### src/rtl/mem_ctrl_pkg.sv
// Shared types and widths for the memory-stage access controller.
package mem_ctrl_pkg;

   localparam int DATA_W = 16;
   localparam int ADDR_W = 16;
   localparam int CNT_W  = 8;

   typedef enum logic [1:0] {
      ST_IDLE = 2'd0,
      ST_BUSY = 2'd1,
      ST_DONE = 2'd2,
      ST_ERR  = 2'd3
   } state_e;

   // A halfword access must be even; a simultaneous load and store is malformed.
   function automatic logic access_fault(input logic [ADDR_W-1:0] a,
                                         input logic rd,
                                         input logic wr);
      return a[0] | (rd & wr);
   endfunction

endpackage

### src/rtl/mem_timeout_cnt.sv
// Saturating BUSY-cycle counter; term_o flags the last permitted wait cycle.
module mem_timeout_cnt
   import mem_ctrl_pkg::*;
#(
   parameter int TIMEOUT = 64
) (
   input  logic clk_i,
   input  logic rst_ni,
   input  logic clr_i,
   input  logic en_i,
   output logic term_o
);

   localparam logic [CNT_W-1:0] TERM = CNT_W'(TIMEOUT - 1);
   localparam logic [CNT_W-1:0] SAT  = {CNT_W{1'b1}};

   logic [CNT_W-1:0] cnt_q;
   logic [CNT_W-1:0] cnt_d;

   // Next count: clear has priority, otherwise count up and stick at all-ones.
   always_comb begin
      cnt_d = cnt_q;
      if (clr_i) begin
         cnt_d = {CNT_W{1'b0}};
      end else if (en_i && (cnt_q != SAT)) begin
         cnt_d = cnt_q + {{(CNT_W-1){1'b0}}, 1'b1};
      end else begin
         cnt_d = cnt_q;
      end
   end

   // Count register.
   always_ff @(posedge clk_i or negedge rst_ni) begin
      if (!rst_ni) begin
         cnt_q <= {CNT_W{1'b0}};
      end else begin
         cnt_q <= cnt_d;
      end
   end

   assign term_o = (cnt_q == TERM);

endmodule

### src/rtl/mem_access_ctrl.sv
// Memory-stage sequencer: stalls the pipeline around a multi-cycle data memory
// access, releases one advance cycle on completion and latches sticky faults.
module mem_access_ctrl
   import mem_ctrl_pkg::*;
#(
   parameter int TIMEOUT = 64
) (
   input  logic              clk,
   input  logic              rst,
   input  logic              read_mem,
   input  logic              write_mem,
   input  logic [ADDR_W-1:0] addr,
   input  logic [DATA_W-1:0] wdata,
   output logic              mem_en,
   output logic              mem_wr,
   output logic [ADDR_W-1:0] mem_addr,
   output logic [DATA_W-1:0] mem_wdata,
   input  logic              mem_done,
   input  logic [DATA_W-1:0] mem_rdata,
   output logic              pipe_en,
   output logic [DATA_W-1:0] rdata_out,
   output logic              rdata_valid,
   output logic              err
);

   state_e            state_q, state_d;
   logic              mem_wr_q, mem_wr_d;
   logic [ADDR_W-1:0] addr_q, addr_d;
   logic [DATA_W-1:0] wdata_q, wdata_d;
   logic [DATA_W-1:0] rdata_q, rdata_d;

   logic cnt_clr_s;
   logic cnt_en_s;
   logic cnt_term_s;
   logic pipe_en_s;
   logic mem_en_s;
   logic rdata_valid_s;
   logic err_s;

   mem_timeout_cnt #(
      .TIMEOUT (TIMEOUT)
   ) u_timeout_cnt (
      .clk_i  (clk),
      .rst_ni (rst),
      .clr_i  (cnt_clr_s),
      .en_i   (cnt_en_s),
      .term_o (cnt_term_s)
   );

   // Next-state, capture and output decode.
   always_comb begin
      state_d       = state_q;
      mem_wr_d      = mem_wr_q;
      addr_d        = addr_q;
      wdata_d       = wdata_q;
      rdata_d       = rdata_q;
      cnt_clr_s     = 1'b0;
      cnt_en_s      = 1'b0;
      pipe_en_s     = 1'b0;
      mem_en_s      = 1'b0;
      rdata_valid_s = 1'b0;
      err_s         = 1'b0;

      case (state_q)
         ST_IDLE: begin
            if (read_mem || write_mem) begin
               if (access_fault(addr, read_mem, write_mem)) begin
                  state_d = ST_ERR;
               end else begin
                  state_d   = ST_BUSY;
                  mem_wr_d  = write_mem;
                  addr_d    = addr;
                  wdata_d   = wdata;
                  cnt_clr_s = 1'b1;
               end
            end else begin
               pipe_en_s = 1'b1;
            end
         end
         ST_BUSY: begin
            mem_en_s = 1'b1;
            cnt_en_s = 1'b1;
            // Completion beats a timeout landing on the same cycle.
            if (mem_done) begin
               state_d = ST_DONE;
               if (!mem_wr_q) begin
                  rdata_d = mem_rdata;
               end else begin
                  rdata_d = rdata_q;
               end
            end else if (cnt_term_s) begin
               state_d = ST_ERR;
            end else begin
               state_d = ST_BUSY;
            end
         end
         ST_DONE: begin
            pipe_en_s     = 1'b1;
            rdata_valid_s = ~mem_wr_q;
            state_d       = ST_IDLE;
         end
         ST_ERR: begin
            err_s   = 1'b1;
            state_d = ST_ERR;
         end
         default: begin
            state_d = ST_IDLE;
         end
      endcase
   end

   // State and captured-access registers.
   always_ff @(posedge clk or negedge rst) begin
      if (!rst) begin
         state_q  <= ST_IDLE;
         mem_wr_q <= 1'b0;
         addr_q   <= {ADDR_W{1'b0}};
         wdata_q  <= {DATA_W{1'b0}};
         rdata_q  <= {DATA_W{1'b0}};
      end else begin
         state_q  <= state_d;
         mem_wr_q <= mem_wr_d;
         addr_q   <= addr_d;
         wdata_q  <= wdata_d;
         rdata_q  <= rdata_d;
      end
   end

   assign mem_en      = mem_en_s;
   assign mem_wr      = mem_wr_q;
   assign mem_addr    = addr_q;
   assign mem_wdata   = wdata_q;
   assign pipe_en     = pipe_en_s;
   assign rdata_out   = rdata_q;
   assign rdata_valid = rdata_valid_s;
   assign err         = err_s;

endmodule

### config.mk
export PLATFORM = sky130hd
export DESIGN_NAME = mem_access_ctrl
export DESIGN_NICKNAME = d
export VERILOG_FILES = /design/src/rtl/mem_ctrl_pkg.sv /design/src/rtl/mem_timeout_cnt.sv /design/src/rtl/mem_access_ctrl.sv
export SDC_FILE = /design/constraint.sdc
export NUM_CORES = 1
export LEC_CHECK = 0
export ABC_AREA = 1
export CAP_MARGIN = 20
export CORE_ASPECT_RATIO = 1.4
export CORE_MARGIN = 1
export CORE_UTILIZATION = 40
export DETAILED_ROUTE_END_ITERATION = 12
export GPL_TIMING_DRIVEN = 0
export PLACE_DENSITY = 0.74
export SKIP_LAST_GASP = 1
export SLEW_MARGIN = 20
export SYNTH_ARGS = -nofsm -noshare
export SYNTH_HDL_FRONTEND = slang
export SYNTH_SLANG_ARGS = --single-unit
### constraint.sdc
create_clock -name clk -period 1.4 [get_ports clk]
set_input_delay 0.21 -clock clk [delete_from_list [all_inputs] [get_ports clk]]
set_output_delay 0.21 -clock clk [all_outputs]
set_load 0.02 [all_outputs]
==> impl_metrics.ini <==
[clock_network]
root_buffer = clkbuf_8
clock_path_buffers = 2
htree_num_levels = 3
clock_latency_ns = 0.33
clkTransAtPathRegs_ns = 0.07
cts_tree = yes
cts_buffers = 9
cts.sinks = 59

[worst_setup_path]
critPathKind = reg2out
worstSetupEndpointType = output pin
arrival_ns = 1.17
r2r_end = rdata_out[11]
rr_startpoint = state_q[1]
worstSetupStartpointType = flop
cp_max_fo = 4
required_ns = 1.19
r2r_setup_slack_ns = 0.08
ff2ff_path_depth = 7

[synthesis]
avgSynthCellArea_um2 = 8.63
syn_nets = 350
netlist.area_leader.share = 0.578
netlist_area_um2 = 2550
synth.area.mux_share = 0
yosysWarnings = 0
synth_fa_ha_area_frac = 0.00490
yosysUniqueCellTypes = 22
synth_top_family_by_area = simple AND/OR/NAND/NOR gates
synth_cells = 296
yosysSeqAreaShare = 0.578
ys_ff_latch = 59
synthSimpleGateAreaFrac = 0.281
synth_compound_area_frac = 0.0480
synth-xor-area-share = 0.0103
yosys-top-cells-area = dfrtp_1, nand2_1, nand3_1
yosys.area.top_type = dfrtp_1

[place]
gp_routability_congestion = 0.796
hpwlAfterDp_um = 4460
port_buffers = 105
placedCellCount = 474
pre_cts_ws_ns = -0.449

[cells_and_area]
final_common_cell = nand2_1
fin_nets = 476
diodes = 0
fin_util = 0.635
final_cell_mix = nand2_1, dfrtp_1, clkdlybuf4s50_1
fin_cells = 499
layout-drive-gt1-share = 0.141
area_delta_synth_final_pct = 54.3

[die]
design.die.area_um2 = 6720
die_h_um = 96.6
coreArea_um2 = 6210
ioPinCount = 106
die_w_um = 69.5
initial_utilization = 0.411
rows = 34

[detailed_routing]
viasPerCell = 4.60
drt_first_pass_iters = 4
drt-initial-drc-count = 98
wl_per_cell_um = 12.3
antenna_left = 0
wl_um = 6150
route.detailed.drc = 0
num_vias = 2296

[global_route]
grt_antenna_before_repair = 0
grt_usage = 0.188
grt_overflow = 0
grt_pass1_vias = 2185
grt_max_degree = 38
grt_pass1_wl_um = 9710

[timing]
skew_ns = 0.00825
period_share = 0.984
layout_setup_ws_ns = 0.0219
tightest_slew_ns = 0.312
grt_setup_unrepaired = yes
drv_slew = 0
finalHoldViolCount = 0
finalSetupViolCount = 0
slew_headroom = 0.792
fmax_ghz = 0.726
fin_crit_ns = 1.38

[power]
p_per_area_nw_per_um2 = 2040
max-vdd-ir-drop_mv = 1.07
leakagePower_nw = 2.12

[run]
cap_violations = 0

[min_path]
hold_class = in2async

[run_status]
outcome = finished clean
-- power by group --
part / internal [mW] / switching, mW / total, mW
registers: 2.44 / 0.426 / 2.87
logic: 1.54 / 2.09 / 3.63
clock network: 0.869 / 0.670 / 1.54
-- repair_timing --
action                                  CTS  global route
hold buffers                              1             0
pin swaps                                 1             2
endpoints found under the setup margin   53            38
gates resized for setup                  60            20
hold endpoints to repair                 22             0
setup buffers                             2             6
-- Yosys cell counts --
library cell	n
o21ai_2	6
o21ai_0	2
xor2_1	1
nand2_1	137
xnor2_1	2
inv_2	4
nor2_1	11
inv_1	24
nor3_1	1
nand3_2	1
dfrtp_1	59
buf_4	1
nor2_2	2
nand2_2	2
nand3_1	18
buf_6	6
nand3b_4	1
o21ai_1	10
ha_1	1
a21oi_1	2
buf_2	4
nor2_4	1
-- final cells by class --
class,instances,area (um2)
Buffer,11,110
Clock buffer,12,145
Clock inverter,4,50.0
Fill cell,544,2270
Inverter,28,105
Multi-Input combinational cell,198,891
Sequential cell,59,1480
Tap cell,72,90.1
Timing Repair Buffer,115,1070
-- per-layer routing --
layer | vias up | track usage | share of wire
met3 | 10 | 0.0830 | 0.083
met1 | 1058 | 0.206 | 0.40
met2 | 73 | 0.314 | 0.50
met4 | 0 | 0.0901 | 0.016
met5 | - | 0 | 0
li1 | 1155 | - | -
-- worst max-delay path, stage by stage, from the launching register on --
cell	delay [ns]
dfrtp_1	0.42
buf_4	0.15
nor2_2	0.12
buf_4	0.15
-- worst max path at each step --
stage / start / to / cells past startpoint
4_1_cts: write_mem / pipe_en / 5
2_1_floorplan: state_q[1] / rdata_out[0] / 5
3_5_place_dp: write_mem / pipe_en / 5
5_1_grt: state_q[0] / rdata_valid / 4
6_report: state_q[0] / pipe_en / 3
3_3_place_gp: rst / state_q[0] / 1
-- flip-flops by register name, indices dropped and copies added, names as in the netlist --
register	flops
rdata_out	16
mem_wdata	16
state_q	2
mem_wr	1
mem_addr	16
u_timeout_cnt.cnt_q	8
-- per-stage QoR --
| step | hold slack, ns | area (um2) | power (mW) | TNS [ns] |
|---|---|---|---|---|
| floorplan | -0.0856 | 2550 | 4.90 | 0 |
| global placement | 0.461 | 3700 | 6.73 | -112.75 |
| detailed placement | 0.125 | 3710 | 6.80 | -6.96 |
| CTS | 0.298 | 3860 | 7.90 | -0.169 |
| global route | 0.320 | 3940 | 8.56 | -0.103 |
| finish | 0.309 | 3940 | 8.03 | 0 |
-- cells by family after synthesis --
kind of cell | after synthesis
AO/OA/AOI/OAI | 20
flip-flops | 59
buffers and inverters | 39
adder cells (fa/ha/maj) | 1
XOR/XNOR | 3
AND/OR/NAND/NOR | 174
Note: power is estimated with default switching activity, not from simulation.
